$ cat config.mk
export PLATFORM = sky130hd
export DESIGN_NAME = lfclk_gen
export DESIGN_NICKNAME = d
export VERILOG_FILES = /design/src/rtl/lfclk_gen.sv
export SDC_FILE = /design/constraint.sdc
export NUM_CORES = 1
export LEC_CHECK = 0
export CORE_ASPECT_RATIO = 0.75
export CORE_MARGIN = 5
export CORE_UTILIZATION = 53
export CTS_BUF_LIST = sky130_fd_sc_hd__clkbuf_8
export DETAILED_ROUTE_END_ITERATION = 10
export GPL_TIMING_DRIVEN = 0
export PLACE_DENSITY = 0.79
export SKIP_LAST_GASP = 1
export SLEW_MARGIN = 10
export SYNTH_ARGS = -nofsm -noshare
export SYNTH_HDL_FRONTEND = slang
export SYNTH_SLANG_ARGS = --single-unit
$ cat constraint.sdc
create_clock -name clk_8388 -period 2.3 [get_ports clk_8388]
set_input_delay 0.345 -clock clk_8388 [delete_from_list [all_inputs] [get_ports clk_8388]]
set_output_delay 0.345 -clock clk_8388 [all_outputs]
set_load 0.1 [all_outputs]
$ cat src/rtl/lfclk_gen.sv
// ---------------------------------------------------------------------------
// lfclk_gen
//   Lock-qualified, settle-timed divider producing the always-on ~32.768 kHz
//   clock for the AON/RTC domain (drives lfextclk) from the MMCM clk_8388.
//   lfclk only starts once mmcm_locked has been continuously high for
//   SETTLE_CYC cycles, and stops as soon as lock is lost.
//
//   State table
//     state     | meaning
//     WAIT_LOCK | lock not seen; divider idle, outputs low
//     SETTLE    | lock seen; timing SETTLE_CYC cycles of continuous lock
//     RUN       | lfclk running, lf_tick/lf_cnt active
//
// Ports
//   clk_8388    in   divider clock (MMCM clk_out1)
//   ck_rst      in   asynchronous active-low reset
//   mmcm_locked in   MMCM lock, asynchronous to clk_8388
//   lfclk       out  divided clock, 50% duty, registered
//   lf_tick     out  one-cycle pulse on each lfclk rising edge
//   lf_valid    out  high while lfclk is running
//   lf_cnt      out  lfclk rising edges since last entry to RUN
// ---------------------------------------------------------------------------
module lfclk_gen #(
    parameter int DIV         = 256,
    parameter int SETTLE_CYC  = 1024,
    parameter int SYNC_STAGES = 2
) (
    input  logic        clk_8388,
    input  logic        ck_rst,
    input  logic        mmcm_locked,
    output logic        lfclk,
    output logic        lf_tick,
    output logic        lf_valid,
    output logic [31:0] lf_cnt
);

    localparam int SW = (SETTLE_CYC > 1) ? $clog2(SETTLE_CYC) : 1;
    localparam int DW = (DIV > 1) ? $clog2(DIV) : 1;

    localparam logic [SW-1:0] SETTLE_LAST = SW'(SETTLE_CYC - 1);
    localparam logic [DW-1:0] DIV_LAST    = DW'(DIV - 1);
    localparam logic [DW-1:0] DIV_HALF    = DW'(DIV / 2);

    typedef enum logic [1:0] {
        WAIT_LOCK = 2'd0,
        SETTLE    = 2'd1,
        RUN       = 2'd2
    } state_t;

    state_t                 state_q, state_d;
    logic [SYNC_STAGES-1:0] sync_q;
    logic                   lock_s;
    logic [SW-1:0]          settle_cnt, settle_d;
    logic [DW-1:0]          div_cnt, div_d, div_nxt;
    logic                   lfclk_d, tick_d, valid_d;
    logic [31:0]            cnt_d;

    // Lock synchroniser: mmcm_locked shifts in at bit 0, lock_s at the top.
    always_ff @(posedge clk_8388 or negedge ck_rst) begin
        if (!ck_rst) sync_q <= '0;
        else         sync_q <= {sync_q[SYNC_STAGES-2:0], mmcm_locked};
    end

    assign lock_s  = sync_q[SYNC_STAGES-1];
    assign div_nxt = (div_cnt == DIV_LAST) ? '0 : div_cnt + DW'(1);

    // State register
    always_ff @(posedge clk_8388 or negedge ck_rst) begin
        if (!ck_rst) state_q <= WAIT_LOCK;
        else         state_q <= state_d;
    end

    // Next-state logic; lock loss always wins.
    always_comb begin
        state_d = state_q;
        case (state_q)
            WAIT_LOCK: if (lock_s) state_d = SETTLE;
            SETTLE: begin
                if (!lock_s)                        state_d = WAIT_LOCK;
                else if (settle_cnt == SETTLE_LAST) state_d = RUN;
            end
            RUN:       if (!lock_s) state_d = WAIT_LOCK;
            default:   state_d = WAIT_LOCK;
        endcase
    end

    // Output / datapath next values. Everything defaults to the idle values,
    // so any exit to WAIT_LOCK clears the timer, divider and clock outputs
    // while lf_cnt holds.
    always_comb begin
        settle_d = '0;
        div_d    = '0;
        lfclk_d  = 1'b0;
        tick_d   = 1'b0;
        valid_d  = 1'b0;
        cnt_d    = lf_cnt;
        case (state_q)
            SETTLE: begin
                if (lock_s) begin
                    if (settle_cnt == SETTLE_LAST) begin
                        // First lfclk rising edge comes with RUN entry.
                        lfclk_d = 1'b1;
                        tick_d  = 1'b1;
                        valid_d = 1'b1;
                        cnt_d   = 32'd1;
                    end else begin
                        settle_d = settle_cnt + SW'(1);
                    end
                end
            end
            RUN: begin
                if (lock_s) begin
                    div_d   = div_nxt;
                    lfclk_d = (div_nxt < DIV_HALF);
                    tick_d  = (div_nxt == '0);
                    valid_d = 1'b1;
                    if (div_nxt == '0) cnt_d = lf_cnt + 32'd1;
                end
            end
            default: ;
        endcase
    end

    // Datapath and output registers
    always_ff @(posedge clk_8388 or negedge ck_rst) begin
        if (!ck_rst) begin
            settle_cnt <= '0;
            div_cnt    <= '0;
            lfclk      <= 1'b0;
            lf_tick    <= 1'b0;
            lf_valid   <= 1'b0;
            lf_cnt     <= '0;
        end else begin
            settle_cnt <= settle_d;
            div_cnt    <= div_d;
            lfclk      <= lfclk_d;
            lf_tick    <= tick_d;
            lf_valid   <= valid_d;
            lf_cnt     <= cnt_d;
        end
    end

endmodule

# Word level (Yosys, flattened, before mapping)
# Cells that the tools add are included.
dict set report word_totals {
  reg_bits 57
  inputBits 3
  out_inout_bits 35
  word_cells 52
}
dict set report classes {
  add_sub_neg 3
  order_cmp 1
  n_eq_ne 11
  muxes 24
  n_reduce_logical 5
}
# operator n
set op_table {}
lappend op_table {{$mux W32} 4}
lappend op_table {{$pmux W32 S2} 1}
lappend op_table {{$add A32 B1 Y32 const B} 1}
lappend op_table {{$mux W10} 3}
lappend op_table {{$mux W8} 3}
lappend op_table {{$ne A2 B2 Y1 const B} 6}
lappend op_table {{$add A10 B1 Y10 const B} 1}
lappend op_table {{$eq A10 B10 Y1 const B} 1}
lappend op_table {{$add A8 B1 Y8 const B} 1}
lappend op_table {{$eq A8 B8 Y1 const B} 1}
lappend op_table {{$logic_not A8 Y1} 1}
lappend op_table {{$lt A8 B8 Y1 const B} 1}
lappend op_table {{$mux W2} 4}
lappend op_table {{$pmux W1 S2} 3}
lappend op_table {{$pmux W2 S3} 1}
lappend op_table {{$mux W1} 5}
lappend op_table {{$reduce_and A5 Y1} 1}
lappend op_table {{$ne A3 B3 Y1 const B} 1}
lappend op_table {{$reduce_and A3 Y1} 1}
lappend op_table {{$eq A2 B1 Y1 const B} 1}
lappend op_table {{$eq A2 B2 Y1 const B} 1}
lappend op_table {{$logic_not A2 Y1} 1}
lappend op_table {{$reduce_bool A2 Y1} 1}

# Logic depth before layout (Yosys ltp)
# Gate-level depths: netlist of the first run.
dict set report logic_depth {
  ltp_word 6
  ltp_mapped 10
  depth_no_buf 8
}

# Worst setup path before layout of the first run
# No wires, ideal clock.
dict set report synth_path {
  path_type {register to register}
  start {register lf_cnt[12]}
  end {register lf_cnt[21]}
  setup_ns 0.124
  arrival_ns 2.552
  slack_ns -0.376
  path_stages_with_launch 7
  path_buffers 0
  path_cell_list {dfrtp_1 > nand3_1 > nor2_2 > nand3_1 > or4_1 > and3_1 > a211o_1}
}
dict set report synth_between {
  elab_chain_cells 4
}
# item line_no
set synth_rtl {}
lappend synth_rtl {{start, declared} 34} ;# output logic [31:0] lf_cnt
lappend synth_rtl {{start signal, assigned} 139} ;# lf_cnt <= cnt_d;
lappend synth_rtl {{$add A32 B1 Y32} 117} ;# if (div_nxt == '0) cnt_d = lf_cnt + 32'd1;
lappend synth_rtl {{$mux W32} 117}
lappend synth_rtl {{$mux W32} 112} ;# if (lock_s) begin
lappend synth_rtl {{$pmux W32 S2} 97} ;# case (state_q)
# No other way between the ends. The select of a mux whose other input is x is not followed.
# A chain may end at the register's enable or synchronous reset.

# Final worst setup path of the first run
dict set report layout_path {
  start {register lf_cnt[0]}
  end {output port lf_cnt[0]}
}
# No word-level cell between the ends.

==> results of run 1 <==
==> cells by family (layout without fill, tap and decap cells) <==
group           count (synthesis)  after routing  share of synthesized area [%]
xor+xnor                       14             14                           3.60
mux                             2              2                          0.587
fa+ha+maj                       7              7                           2.57
simple gates                  184            184                           28.6
flops                          57             57                           41.9
compound gates                 84             84                           18.9
buf+inv                        27             96                           3.93
==> layout make-up <==
class,count,area [um2]
Clock inverter,3,13.8
Inverter,6,22.5
Sequential cell,57,1460
Buffer,19,140
Timing Repair Buffer,55,571
Multi-Input combinational cell,291,1940
Tap cell,81,101
Clock buffer,13,179
Fill cell,476,1860
==> how the worst max path moves through the flow <==
stage / start / to / slack (ns) / cells past startpoint
after floorplan: lf_cnt[12] / lf_cnt[21] / -0.03 / 6
final: lf_cnt[0] / lf_cnt[0] / 0.03 / 1
after CTS: lf_cnt[3] / lf_cnt[3] / 0.0009 / 1
after global placement: ck_rst / lf_cnt[4] / -1.13 / 1
after global routing: div_cnt[0] / lf_cnt[28] / -0.06 / 9
after detailed placement: state_q[0] / lf_cnt[11] / -0.48 / 9
==> cells in the mapped netlist (5+ instances only) <==
library cell   n
a21oi_1       19
a31oi_1        5
and2_1         6
and3_1        13
and4_1         5
buf_2          5
clkbuf_1      11
dfrtp_1       57
ha_1           7
inv_1          5
nand2_1       45
nand3_1       25
nand4_1        8
nor2_1        30
nor3_1        16
nor4_1         8
o211ai_1       7
o21ai_0        6
or3_1          7
xnor2_1        5
xor2_1         9
==> per-layer routing <==
metal / wire [um] / up-vias / global-route usage [%]
met3: 1140 / 20 / 9.69
met4: 127 / 0 / 9.44
met5: 0 / - / 0
met1: 4180 / 1652 / 33.2
li1: - / 1538 / -
met2: 4320 / 183 / 34.8
==> flip-flops by register name, indices dropped and copies added, names as in the netlist <==
signal      flops
lf_valid        1
lfclk           1
sync_q          2
settle_cnt     10
state_q         2
lf_tick         1
div_cnt         8
lf_cnt         32
==> where the power goes <==
group	total [mW]	internal [mW]	switching [mW]
Sequential	1.04	1.02	0.0184
Clock	0.910	0.501	0.409
Combinational	0.145	0.0585	0.0861
Total	2.09	1.58	0.514
==> what timing repair did <==
item,4_1_cts,5_1_grt
pin swaps,2,11
endpoints found under the setup margin,37,51
buffers inserted,6,11
cloned,0,1
resized for setup,23,38
==> through the flow <==
| stage | hold WS, ns | setup WS, ns | util [%] | total power [mW] | setup TNS, ns |
|---|---|---|---|---|---|
| floorplan | 0.0494 | -0.0285 | - | 1.15 | -0.0285 |
| global placement | 0.333 | -1.13 | 62.1 | 1.20 | -66.67 |
| detailed placement | 0.344 | -0.481 | 62.1 | 1.20 | -11.11 |
| CTS | 0.0707 | 0.000898 | 67.1 | 2.11 | 0 |
| global route | 0.120 | -0.0561 | 70.3 | 2.18 | -0.475 |
| finish | 0.0526 | 0.0342 | 70.3 | 2.09 | 0 |
==> impl_metrics.py, run 1 <==
metrics = {
    "yosys": {
        "synth_top_area_share_pct": 41.9,
        "async_reset_ff_share_pct": 100,
        "synth_edf_count": 0,
        "postSynth.topFlopCell": "dfrtp_1",
        "synth_top_area_cell": "dfrtp_1",
        "synth.area.top_cells": "dfrtp_1 42%, nand2_1 5.0%, nand3_1 3.7%, nor2_1 3.3%, a21oi_1 2.8%",
        "yosysWarnings": 0,
        "synthCells": 375,
        "synth_cell_types": 63,
        "synthesis.nets": 385,
        "ys_ff_latch": 57,
        "syn_avg_cell_area_um2": 9.09,
        "seq_area_frac_synth_pct": 41.9,
        "netlist_area_um2": 3410,
    },
    "die": {
        "dieArea_um2": 8150,
        "io_pins": 38,
        "start_util_pct": 54.2,
        "row_count": 25,
        "dieHeight_um": 79.5,
        "coreArea_um2": 6290,
        "die_x_um": 103,
    },
    "critical_path": {
        "r2r_start": "div_cnt[0]",
        "crit_fanout": 6,
        "crit_family": "buffers and inverters",
        "cpPeakStageDelay_ns": 1.15,
        "crit_path_end_kind": "primary output",
        "path_cells": "clkdlybuf4s50_1",
        "reg2reg_depth": 9,
        "cpMaxStageDelayCell": "clkdlybuf4s50_1",
        "cp.required_ns": 1.96,
        "timing.reg2reg.setup_slack_ns": 0.04,
        "rr_endpoint": "lf_cnt[28]",
        "cp.arrival_ns": 1.92,
        "path_class": "flop to primary output",
        "start_kind": "flop",
        "cp.buffers_inverters": 1,
    },
    "clocking": {
        "numCtsBuffers": 9,
        "cts_tree": "yes",
        "htreeDepth": 3,
        "cts_buffer_depth": 2,
        "cts_root_buffer": "clkbuf_8",
        "cts_sinks": 57,
        "clk_latency_ns": 0.36,
        "clk_transition_reported_paths_ns": 0.07,
        "cts_hold_buf": 0,
    },
    "sta": {
        "finalMaxSlewViolations": 0,
        "hold_viol": 0,
        "tightest_slew_ns": 0.980,
        "fin_crit_sh_pct": 98.5,
        "fmax_ghz": 0.441,
        "fin_skew_ns": 0.00860,
        "maxSlewHeadroom_pct": 34.6,
        "rsz0062_at_grt": "yes",
        "layout_min_cycle_time_ns": 2.27,
        "finalSetupViolCount": 0,
    },
    "finish": {
        "drive_above_1_share_pct": 21.4,
        "stdcell_area_um2": 4420,
        "area_delta_synth_final_pct": 29.8,
        "layout_common_cells": "45 x nand2_1, 33 x dfrtp_1, 29 x nor2_1",
        "layout_commonest_cell": "nand2_1",
        "final_net_count": 449,
        "final-instance-count-excl-fill": 525,
        "diodes": 0,
    },
    "routing": {
        "via_per_inst": 6.46,
        "ant_nets": 0,
        "drt_iter0_markers": 371,
        "dr.pass1.iters": 6,
        "wl_um": 9770,
        "vias": 3393,
        "drc": 0,
        "routedWlPerCell_um": 18.6,
    },
    "placed_design": {
        "portBuffers": 37,
        "gp_congestion": 0.916,
        "place_inst": 493,
        "dp_hpwl_um": 6230,
        "placed_cell_area_um2": 3910,
    },
    "pwr": {
        "p_per_area_nw_per_um2": 474,
        "power.leakage_nw": 2.02,
        "vdd_drop_max_uv": 337,
    },
    "hold_path": {
        "hp-class": "input port to async pin",
    },
    "grt": {
        "grt_pass1_vias": 3095,
        "gr-total-overflow": 0,
        "grt_usage_pct": 24.4,
        "grt_pass1_wl_um": 15300,
        "grt_max_degree": 58,
        "antenna_found_initial": 0,
    },
    "outcome": {
        "outcome": "finished clean",
    },
    "flow_run": {
        "max-cap-violations": 0,
    },
}
Note: power is estimated with default switching activity, not from simulation.
==> run 2, diff against run 1 <==
--- a/config.mk
+++ b/config.mk
@@ -7,11 +7,11 @@
 export LEC_CHECK = 0
 export CORE_ASPECT_RATIO = 0.75
 export CORE_MARGIN = 5
-export CORE_UTILIZATION = 53
+export CORE_UTILIZATION = 50
 export CTS_BUF_LIST = sky130_fd_sc_hd__clkbuf_8
 export DETAILED_ROUTE_END_ITERATION = 10
 export GPL_TIMING_DRIVEN = 0
-export PLACE_DENSITY = 0.79
+export PLACE_DENSITY = 0.75
 export SKIP_LAST_GASP = 1
 export SLEW_MARGIN = 10
 export SYNTH_ARGS = -nofsm -noshare
==> impl_metrics.py, run 2 (synthesis results as in run 1) <==
metrics = {
    "clocking": {
        "cts_hold_buf": 0,
        "cts_root_buffer": "clkbuf_8",
        "cts_tree": "yes",
        "clk_transition_reported_paths_ns": 0.07,
        "clk_latency_ns": 0.34,
        "numCtsBuffers": 9,
        "cts_buffer_depth": 2,
        "htreeDepth": 3,
        "cts_sinks": 57,
    },
    "sta": {
        "layout_min_cycle_time_ns": 2.27,
        "tightest_slew_ns": 0.973,
        "hold_viol": 0,
        "rsz0062_at_grt": "yes",
        "finalMaxSlewViolations": 0,
        "fin_skew_ns": 0.00840,
        "hold_ws_ns": 0.0716,
        "maxSlewHeadroom_pct": 35.0,
        "fin_tns_setup_ns": 0,
        "fmax_ghz": 0.440,
        "finalSetupViolCount": 0,
        "fin_crit_sh_pct": 98.9,
    },
    "routing": {
        "ant_nets": 0,
        "dr.pass1.iters": 5,
        "drc": 0,
        "wl_um": 9940,
        "routedWlPerCell_um": 18.7,
        "via_per_inst": 6.40,
        "vias": 3406,
        "drt_iter0_markers": 340,
    },
    "pwr": {
        "power.leakage_nw": 1.89,
        "vdd_drop_max_uv": 332,
        "p_per_area_nw_per_um2": 468,
    },
    "hold_path": {
        "hp-class": "input port to async pin",
    },
    "outcome": {
        "outcome": "finished clean",
    },
    "finish": {
        "area_delta_synth_final_pct": 29.0,
        "largest_register_ffs": 32,
        "layout_commonest_cell": "nand2_1",
        "diodes": 0,
        "layout_common_cells": "45 x nand2_1, 32 x dfrtp_1, 29 x nor2_1",
        "reg.largest.list": "lf_cnt (32), settle_cnt (10), div_cnt (8)",
        "final.fill_count": 559,
        "drive_above_1_share_pct": 23.0,
        "largest-register": "lf_cnt",
        "final_net_count": 453,
    },
    "grt": {
        "grt_max_degree": 58,
        "antenna_found_initial": 0,
        "grt_pass1_wl_um": 15400,
        "grt_pass1_vias": 3048,
        "gr-total-overflow": 0,
        "grt_usage_pct": 22.7,
    },
    "placed_design": {
        "dp_hpwl_um": 6380,
        "gp_congestion": 0.933,
        "portBuffers": 37,
    },
    "critical_path": {
        "cp.arrival_ns": 2.51,
        "cp.required_ns": 2.53,
        "crit_path_end_kind": "flop",
        "start_kind": "flop",
        "crit_fanout": 8,
        "timing.reg2reg.setup_slack_ns": 0.03,
        "rr_endpoint": "lf_cnt[13]",
        "reg2reg_depth": 8,
        "r2r_start": "div_cnt[0]",
        "path_class": "flop to flop",
    },
    "die": {
        "dieArea_um2": 8580,
        "start_util_pct": 50.6,
        "dieHeight_um": 81.5,
        "row_count": 26,
        "io_pins": 38,
        "coreArea_um2": 6730,
        "die_x_um": 105,
    },
    "flow_run": {
        "max-cap-violations": 0,
    },
}
==> run 2: changes by cell type in the layout (fill, tap and decap cells not counted), sizes merged <==
cell / delta
dlymetal6s2s: -6
clkinv: +1
clkbuf: -3
inv: +1
clkdlybuf4s50: +6
buf: +5
==> run 2: power by group <==
| group | internal (mW) | total, mW | switching [mW] |
|---|---|---|---|
| Clock | 0.436 | 0.854 | 0.418 |
| Combinational | 0.0664 | 0.157 | 0.0911 |
| Sequential | 1.02 | 1.05 | 0.0228 |
| Total | 1.53 | 2.06 | 0.532 |
==> run 2: cell type report <==
class | instances | area [um2] | area share (%)
Sequential cell | 57 | 1460 | 33.2
Timing Repair Buffer | 59 | 556 | 12.6
Buffer | 19 | 134 | 3.05
Multi-Input combinational cell | 291 | 1950 | 44.3
Tap cell | 84 | 105 | 2.39
Inverter | 6 | 22.5 | 0.512
Clock inverter | 5 | 22.5 | 0.512
Clock buffer | 11 | 151 | 3.44
==> run 2: repair_timing <==
item,in CTS,in global routing
endpoints found under the hold margin,0,0
resized for setup,25,29
setup endpoints to repair,37,41
pin swaps,3,12
setup buffers,11,11
==> run 2: metal layers <==
| layer | wire length (um) | global-route usage (%) |
|---|---|---|
| met5 | 0 | 0 |
| met4 | 258 | 8.91 |
| met3 | 880 | 5.58 |
| met2 | 4320 | 33.1 |
| met1 | 4480 | 32.6 |
==> run 2: per-stage QoR <==
step	cells	total power, mW	area (um2)	util (%)	setup WS [ns]
after floorplan	375	1.15	3440	-	-0.0285
after global placement	496	1.20	3910	58.1	-1.14
after detailed placement	496	1.20	3910	58.0	-0.540
after CTS	523	2.05	4230	62.9	0.00309
after global routing	532	2.14	4400	65.3	-0.0619
final	532	2.06	4400	65.3	0.0258
==> run 2: critical path: stages (launching register included) <==
cell     delay [ns]
dfrtp_2        0.43
ha_4           0.19
and4_1         0.21
o31a_1         0.20
o21ai_4        0.12
or2_4          0.26
buf_4          0.14
o311a_1        0.34
a211o_1        0.26
==> run 2: how the worst max path moves through the flow <==
| stage | endpoint | start | slack, ns |
|---|---|---|---|
| after floorplan | lf_cnt[21] | lf_cnt[12] | -0.03 |
| after global placement | lf_cnt[4] | ck_rst | -1.14 |
| after detailed placement | lf_cnt[15] | state_q[0] | -0.54 |
| after CTS | lf_cnt[28] | div_cnt[1] | 0.003 |
| after global routing | lf_cnt[13] | div_cnt[0] | -0.06 |
| final | lf_cnt[13] | div_cnt[0] | 0.03 |
